[src/rtl/ysyx_22041211_axi_master_pkg.sv]
// Shared encodings for the AXI4-Lite initiator: FSM states, AXI resp codes, strobe width.
package ysyx_22041211_axi_master_pkg;

  localparam logic [2:0] ST_IDLE  = 3'd0;
  localparam logic [2:0] ST_RADDR = 3'd1;
  localparam logic [2:0] ST_RDATA = 3'd2;
  localparam logic [2:0] ST_WREQ  = 3'd3;
  localparam logic [2:0] ST_WRESP = 3'd4;

  localparam logic [1:0] RESP_OKAY   = 2'b00;
  localparam logic [1:0] RESP_SLVERR = 2'b10;

  function automatic int strb_w(input int data_len);
    return data_len / 8;
  endfunction

endpackage

[src/rtl/ysyx_22041211_axi_master.sv]
// Single-outstanding AXI4-Lite initiator: one core request in, one AR/R or AW/W/B
// transaction out, one registered completion pulse back.
module ysyx_22041211_axi_master
  import ysyx_22041211_axi_master_pkg::*;
#(
  parameter int ADDR_LEN = 32,
  parameter int DATA_LEN = 32
) (
  input  logic                          clk,
  input  logic                          rst,
  input  logic                          req_valid_i,
  output logic                          req_ready_o,
  input  logic                          req_wen_i,
  input  logic [ADDR_LEN-1:0]           req_addr_i,
  input  logic [DATA_LEN-1:0]           req_wdata_i,
  input  logic [strb_w(DATA_LEN)-1:0]   req_wmask_i,
  output logic                          resp_valid_o,
  output logic [DATA_LEN-1:0]           resp_rdata_o,
  output logic                          resp_err_o,
  output logic [ADDR_LEN-1:0]           addr_r_addr_o,
  output logic                          addr_r_valid_o,
  input  logic                          addr_r_ready_i,
  input  logic [DATA_LEN-1:0]           r_data_i,
  input  logic [1:0]                    r_resp_i,
  input  logic                          r_valid_i,
  output logic                          r_ready_o,
  output logic [ADDR_LEN-1:0]           addr_w_addr_o,
  output logic                          addr_w_valid_o,
  input  logic                          addr_w_ready_i,
  output logic [DATA_LEN-1:0]           w_data_o,
  output logic [strb_w(DATA_LEN)-1:0]   w_strb_o,
  output logic                          w_valid_o,
  input  logic                          w_ready_i,
  input  logic [1:0]                    bkwd_resp_i,
  input  logic                          bkwd_valid_i,
  output logic                          bkwd_ready_o
);

  logic [2:0]                  r_state;
  logic                        r_wen;
  logic [ADDR_LEN-1:0]         r_addr;
  logic [DATA_LEN-1:0]         r_wdata;
  logic [strb_w(DATA_LEN)-1:0] r_wmask;
  logic                        r_aw_done;
  logic                        r_w_done;
  logic                        r_resp_valid;
  logic [DATA_LEN-1:0]         r_rdata;
  logic                        r_err;

  logic w_aw_hs;
  logic w_w_hs;

  // Channel outputs come only from state and holding registers, so they are
  // stable for the whole time a valid waits on its ready.
  assign req_ready_o    = (r_state == ST_IDLE) && !rst;
  assign addr_r_valid_o = (r_state == ST_RADDR) && !r_wen;
  assign r_ready_o      = (r_state == ST_RDATA) && !r_wen;
  assign addr_w_valid_o = (r_state == ST_WREQ) && r_wen && !r_aw_done;
  assign w_valid_o      = (r_state == ST_WREQ) && r_wen && !r_w_done;
  assign bkwd_ready_o   = (r_state == ST_WRESP);

  assign addr_r_addr_o = r_addr;
  assign addr_w_addr_o = r_addr;
  assign w_data_o      = r_wdata;
  assign w_strb_o      = r_wmask;

  assign resp_valid_o = r_resp_valid;
  assign resp_rdata_o = r_rdata;
  assign resp_err_o   = r_err;

  assign w_aw_hs = addr_w_valid_o && addr_w_ready_i;
  assign w_w_hs  = w_valid_o && w_ready_i;

  always_ff @(posedge clk) begin
    if (rst) begin
      r_state      <= ST_IDLE;
      r_wen        <= 1'b0;
      r_addr       <= '0;
      r_wdata      <= '0;
      r_wmask      <= '0;
      r_aw_done    <= 1'b0;
      r_w_done     <= 1'b0;
      r_resp_valid <= 1'b0;
      r_rdata      <= '0;
      r_err        <= 1'b0;
    end else begin
      r_resp_valid <= 1'b0;
      case (r_state)
        ST_IDLE: begin
          if (req_valid_i) begin
            r_wen     <= req_wen_i;
            r_addr    <= req_addr_i;
            r_wdata   <= req_wdata_i;
            r_wmask   <= req_wmask_i;
            r_aw_done <= 1'b0;
            r_w_done  <= 1'b0;
            r_state   <= req_wen_i ? ST_WREQ : ST_RADDR;
          end
        end
        ST_RADDR: begin
          if (addr_r_ready_i) r_state <= ST_RDATA;
        end
        ST_RDATA: begin
          if (r_valid_i) begin
            r_rdata      <= r_data_i;
            r_err        <= (r_resp_i != RESP_OKAY);
            r_resp_valid <= 1'b1;
            r_state      <= ST_IDLE;
          end
        end
        ST_WREQ: begin
          if (w_aw_hs) r_aw_done <= 1'b1;
          if (w_w_hs)  r_w_done  <= 1'b1;
          // Same-cycle completion of the last outstanding channel counts too.
          if ((r_aw_done || w_aw_hs) && (r_w_done || w_w_hs)) r_state <= ST_WRESP;
        end
        ST_WRESP: begin
          if (bkwd_valid_i) begin
            r_err        <= (bkwd_resp_i != RESP_OKAY);
            r_resp_valid <= 1'b1;
            r_state      <= ST_IDLE;
          end
        end
        default: r_state <= ST_IDLE;
      endcase
    end
  end

endmodule
[config.mk]
export PLATFORM = sky130hd
export DESIGN_NAME = ysyx_22041211_axi_master
export DESIGN_NICKNAME = d
export VERILOG_FILES = /design/src/rtl/ysyx_22041211_axi_master_pkg.sv /design/src/rtl/ysyx_22041211_axi_master.sv
export SDC_FILE = /design/constraint.sdc
export NUM_CORES = 1
export LEC_CHECK = 0
export CAP_MARGIN = 0
export CORE_AREA = 2 2 97 99
export DETAILED_ROUTE_END_ITERATION = 8
export DIE_AREA = 0 0 99 101
export DONT_BUFFER_PORTS = 1
export GPL_ROUTABILITY_DRIVEN = 0
export HOLD_SLACK_MARGIN = 0.08
export SLEW_MARGIN = 0
export SYNTH_ARGS = -nofsm -noshare
export SYNTH_HDL_FRONTEND = slang
export SYNTH_SLANG_ARGS = --single-unit
[constraint.sdc]
create_clock -name clk -period 2.5 [get_ports clk]
set_input_delay 0.375 -clock clk [delete_from_list [all_inputs] [get_ports clk]]
set_output_delay 0.375 -clock clk [all_outputs]
set_load 0.01 [all_outputs]
After elaboration in Yosys (flattened, before gate mapping)
Index checks and enable logic that the tools add are counted.
{"block": "totals", "reg_bits": 108, "in_bits": 113, "out_inout_bits": 140, "word_cells": 65}
{"block": "op_classes", "n_eq_ne": 11, "n_mux": 18, "n_reduce_logical": 26}
{"cell": "two-way mux 3 bit", "count": 5}
{"cell": "case mux 3 bit (5 select lines)", "count": 1}
{"cell": "inequality test 2 bit (second input constant)", "count": 6}
{"cell": "logical AND 1 bit", "count": 9}
{"cell": "AND reduction 3 bit", "count": 3}
{"cell": "case mux 1 bit (2 select lines)", "count": 4}
{"cell": "nonzero test 2 bit", "count": 4}
{"cell": "two-way mux 1 bit", "count": 7}
{"cell": "== test 3 x 2 -> 1 bit (second input constant)", "count": 2}
{"cell": "AND reduction 5 bit", "count": 1}
{"cell": "logical NOT 1 bit", "count": 4}
{"cell": "AND reduction 2 bit", "count": 2}
{"cell": "== test 3 x 1 -> 1 bit (second input constant)", "count": 1}
{"cell": "== test 3 bit (second input constant)", "count": 1}
{"cell": "logical NOT 3 bit", "count": 1}
{"cell": "logical OR 1 bit", "count": 2}
{"cell": "two-way mux 2 bit", "count": 1}
{"cell": "inequality test 2 x 1 -> 1 bit (second input constant)", "count": 1}

Logic depth before layout (Yosys ltp)
{"block": "depth", "word_depth": 8, "ltp_mapped": 6, "ltp_nobuf": 4}

Worst setup path before layout
Ideal clock, no wire load.
{"block": "synth_path", "path_kind": "reg-to-output", "startpoint": "register r_state[0]", "endpoint": "output addr_r_valid_o", "arrival_ns": 1.004, "path_slack_ns": 1.121, "path_stages_with_launch": 3, "n_path_buf": 1, "path_cell_list": "dfxtp_1 buf_2 nor4b_1"}
{"block": "synth_between", "elab_chain_len": 2}
{"item": "start: declaration", "line_no": "ysyx_22041211_axi_master.sv:39", "source": "logic [2:0] r_state;"}
{"item": "start signal: assignment", "line_no": "ysyx_22041211_axi_master.sv:97", "source": "r_state <= req_wen_i ? ST_WREQ : ST_RADDR;"}
{"item": "== test 3 x 1 -> 1 bit", "line_no": "ysyx_22041211_axi_master.sv:56", "source": "assign addr_r_valid_o = (r_state == ST_RADDR) && !r_wen;"}
{"item": "logical AND 1 bit", "line_no": "ysyx_22041211_axi_master.sv:56"}
{"item": "end: declaration", "line_no": "ysyx_22041211_axi_master.sv:21", "source": "output logic addr_r_valid_o,"}
Every way passes these cells.

Worst setup path in the final report
{"block": "layout_path", "startpoint": "register r_state[1]", "endpoint": "output addr_w_valid_o"}
{"block": "layout_between", "elab_chain_len": 3}
{"item": "== test 3 x 2 -> 1 bit", "line_no": "ysyx_22041211_axi_master.sv:58", "source": "assign addr_w_valid_o = (r_state == ST_WREQ) && r_wen && !r_aw_done;"}
{"item": "logical AND 1 bit (2 in series)", "line_no": "ysyx_22041211_axi_master.sv:58"}
{"item": "end: declaration", "line_no": "ysyx_22041211_axi_master.sv:28", "source": "output logic addr_w_valid_o,"}
Every way passes these cells.

==> results by group <==
Yosys
  • Synth Instances: between 500 and 600
  • Yosys reg bits: 108
  • Yosys cell types: 32
  • Post-Syn Area: 0.004274 sq mm
  • Post-synthesis sequential area ratio: just over 50%
  • Warning count from the yosys run: 0
  • Mapped Nets: between 600 and 700
  • Avg Cell Area, Syn: ~8 sq um

Die
  • Total core area: approximately 0.009 sq mm
  • DIE AREA: roughly 0.01 sq mm
  • Die extent in y: slightly above 100 um
  • Initial Util: a little under half
  • Io pins: ~250
  • Die Span X: slightly below 100 um
  • Num rows: 35

Timing
  • Max Slew Vio Count: 0
  • Fin crit share: between 80 and 90%
  • Max-slew headroom: between 50% and 60%
  • Clk_skew: 0.01186 ns
  • Top achievable clock speed: approximately 460 MHz
  • Setup_tns: 0 ns
  • RSZ-0062 raised after global routing: false
  • Final WS setup: 0.3390 ns
  • Worst slew pin tran: 0.6710 ns
  • Tmin final: 2.161 ns
  • Final Hold Viols: 0
  • Setup violators final: 0

CTS
  • Clock Latency Late Sink: 0.36 ns
  • Postcts setup bufs: 0
  • Max H-tree Level: 3
  • Clock buffer depth: 2
  • TritonCTS clock tree: built
  • Num CTS Buffers: 9
  • Clock sink total: around 110
  • Root buffer cell: clkbuf_8
  • Clock transition at path regs: roughly 0.11 ns

Route
  • Post-Route M1 WL: between 3000 and 4000 um
  • DRC Markers: 0
  • Vias post-DR: around 3100
  • Final ANT Viol Nets: 0
  • Routed length on met2: 4675 um
  • Routed met3 length: around 1200 um
  • Initial DRC Count: 97
  • Avg WL per Cell: approximately 16 um
  • Vias per cell: between 5 and 6
  • Highest routed layer: met4
  • Post-Route WL: roughly 9600 um
  • Iteration count of the initial detailed-routing pass: 4

Worst setup path
  • Worst Setup SP: r_state[1]
  • Arrival @ worst endpoint: 1.79 ns
  • CP endpoint kind: primary output
  • CP max stage cell: dfxtp_1
  • Crit-path cells: nor2b_2, and2_1, nand2_1, nor2_1
  • Critical setup path kind: register to primary output
  • CP required: roughly 2.1 ns
  • Worst-path fanout max: 12
  • Worst Path Buf+Inv: 0
  • Slowest cell delay on critical path: roughly 0.60 ns
  • Family with the most delay on the worst path: simple AND/OR/NAND/NOR gates
  • Crit path launch type: register
  • R2R Path Start: r_state[1]

Global route
  • Initial antenna violation count: 0
  • Grt total ovfl: 0
  • Largest net degree at the start of global routing: 107
  • First-pass GRT wire length: between 10000 and 15000 um
  • Vias in the first global route: roughly 3000
  • All-Layer GR Usage: 18.39%

Layout
  • Storage cell area: between 0.002 and 0.0025 sq mm
  • Non-Filler Instances: 594
  • Multi-input logic area: roughly 0.0016 sq mm
  • Net count, final: a little under 600
  • Fill count: between 900 and 1000
  • Share of cells above drive strength 1: about 6.4%
  • Area Overhead vs Synth: -2.137%
  • ANT cells: 0

Power and ir drop
  • PD cells: roughly 1100 mW/mm^2
  • Seq pwr share: between 50% and 60%
  • Leakage power: ~1.5 nW
  • Comb pwr share: ~20%
  • P_sw: around 1.6 mW
  • Sw frac: 36.49%
  • Pwr Total: approximately 4.5 mW
  • P_int: between 2 and 3 mW
  • Clock power frac: between 20% and 30%
  • Worst vdd ir: approximately 0.00038 V

Job
  • Max cap viols: 0

Min path
  • Worst min path class: primary input to register
  • Hold Crit Start: req_addr_i[28]

Place
  • Post-DP HPWL: approximately 6600 um
  • Post-place setup slack: between 0.7 and 0.8 ns
  • Placed insts: just under 600
  • PortBufs: 0

Outcome
  • Status: complete, no violations
[what timing repair did]
item | in CTS | in global routing
gates resized for setup | 0 | 0
hold endpoints to repair | 106 | 0
hold buffers | 1 | 0
endpoints found under the setup margin | 0 | 0
[layout by cell type, fill, tap and decap left out, types with 2 or more instances in the layout]
cell type / instances
nand2_1: 207
buf_4: 8
nor2_1: 6
nor3_1: 2
a21oi_1: 106
clkbuf_8: 10
nor2b_1: 2
nand3b_1: 3
nor3b_1: 2
nand2b_1: 2
clkinv_4: 2
a31oi_1: 2
dfxtp_1: 108
[synthesized netlist by cell type]
master,instances,area (sq um)
nand4b_1,1,8.760
buf_6,15,168.9
nand2_1,207,777.0
o311ai_1,1,8.760
buf_2,5,25.02
nor4b_2,1,15.01
a311oi_1,1,8.760
o21ai_0,1,5.000
nor3_1,2,10.01
nor3b_1,2,15.01
a21oi_1,106,530.5
nor4_1,1,6.260
dfxtp_1,108,2162
nand2b_4,1,13.76
nand3b_1,3,22.52
a31oi_1,2,12.51
mux2_1,1,11.26
a21oi_2,1,8.760
nor2b_2,1,8.760
nor3_4,1,16.27
buf_4,39,292.8
or3_1,1,6.260
mux2i_1,1,10.01
and2_1,1,6.260
nand3_1,1,5.000
nor2b_1,2,12.51
o211ai_2,1,12.51
and3b_1,1,8.760
nor2_1,6,22.52
nand2b_1,2,12.51
clkbuf_1,11,41.29
nor4b_1,1,8.760
[sequential cells by signal, indices dropped and copies added (netlist names)]
| signal | count |
|---|---|
| r_state | 3 |
| resp_err_o | 1 |
| resp_valid_o | 1 |
| addr_r_addr_o | 32 |
| w_strb_o | 4 |
| r_wen | 1 |
| r_w_done | 1 |
| resp_rdata_o | 32 |
| w_data_o | 32 |
| r_aw_done | 1 |
[path summary, 6_finish.rpt]
path,to,slack (ns),cells after the start
setup / recovery,addr_w_valid_o,0.34,4
hold / removal,addr_r_addr_o[28],0.13,2
setup reg to reg,resp_rdata_o[8],0.69,5
hold reg to reg,r_w_done,0.50,2
[per-layer routing]
metal,vias to the layer above,GRT usage (%)
li1,1572,-
met1,1395,18.72
met2,154,31.65
met3,18,8.807
met4,0,9.062
met5,-,0
[power groups by stage]
stage	registers, mW	clock network (mW)	logic (mW)
6_report	2.46	1.11	0.898
5_1_grt	2.51	1.21	1.04
4_1_cts	2.47	1.15	0.910
3_5_place_dp	2.51	0	0.883
3_3_place_gp	2.50	0	0.853
2_1_floorplan	2.33	0	1.13
[kinds of logic after synthesis]
group	count (synthesis)	synth area share [%]
buffers and inverters	70	12.35
and+or+nand+nor	235	22.83
DFF	108	50.59
AOI/OAI and AO/OA	113	13.73
muxes	2	0.4976
[stage by stage]
stage	hold WS [ns]	area, sq um	utilization, %
final	0.1282	4183	46.59
after global routing	0.1012	4183	46.59
after global placement	0.4510	3946	43.96
after CTS	0.1046	4183	46.59
after floorplan	0.4528	4274	-
after detailed placement	0.4537	3946	43.96
[layout make-up]
| type | instances | share of cell area (%) |
|---|---|---|
| tap | 111 | 3.320 |
| timing repair buffer | 9 | 2.094 |
| sequential | 108 | 51.69 |
| clock inverter | 5 | 1.615 |
| multi-input combinational | 350 | 37.90 |
| clock buffer | 11 | 3.380 |
No activity file was read; power rests on OpenSTA's default activity.
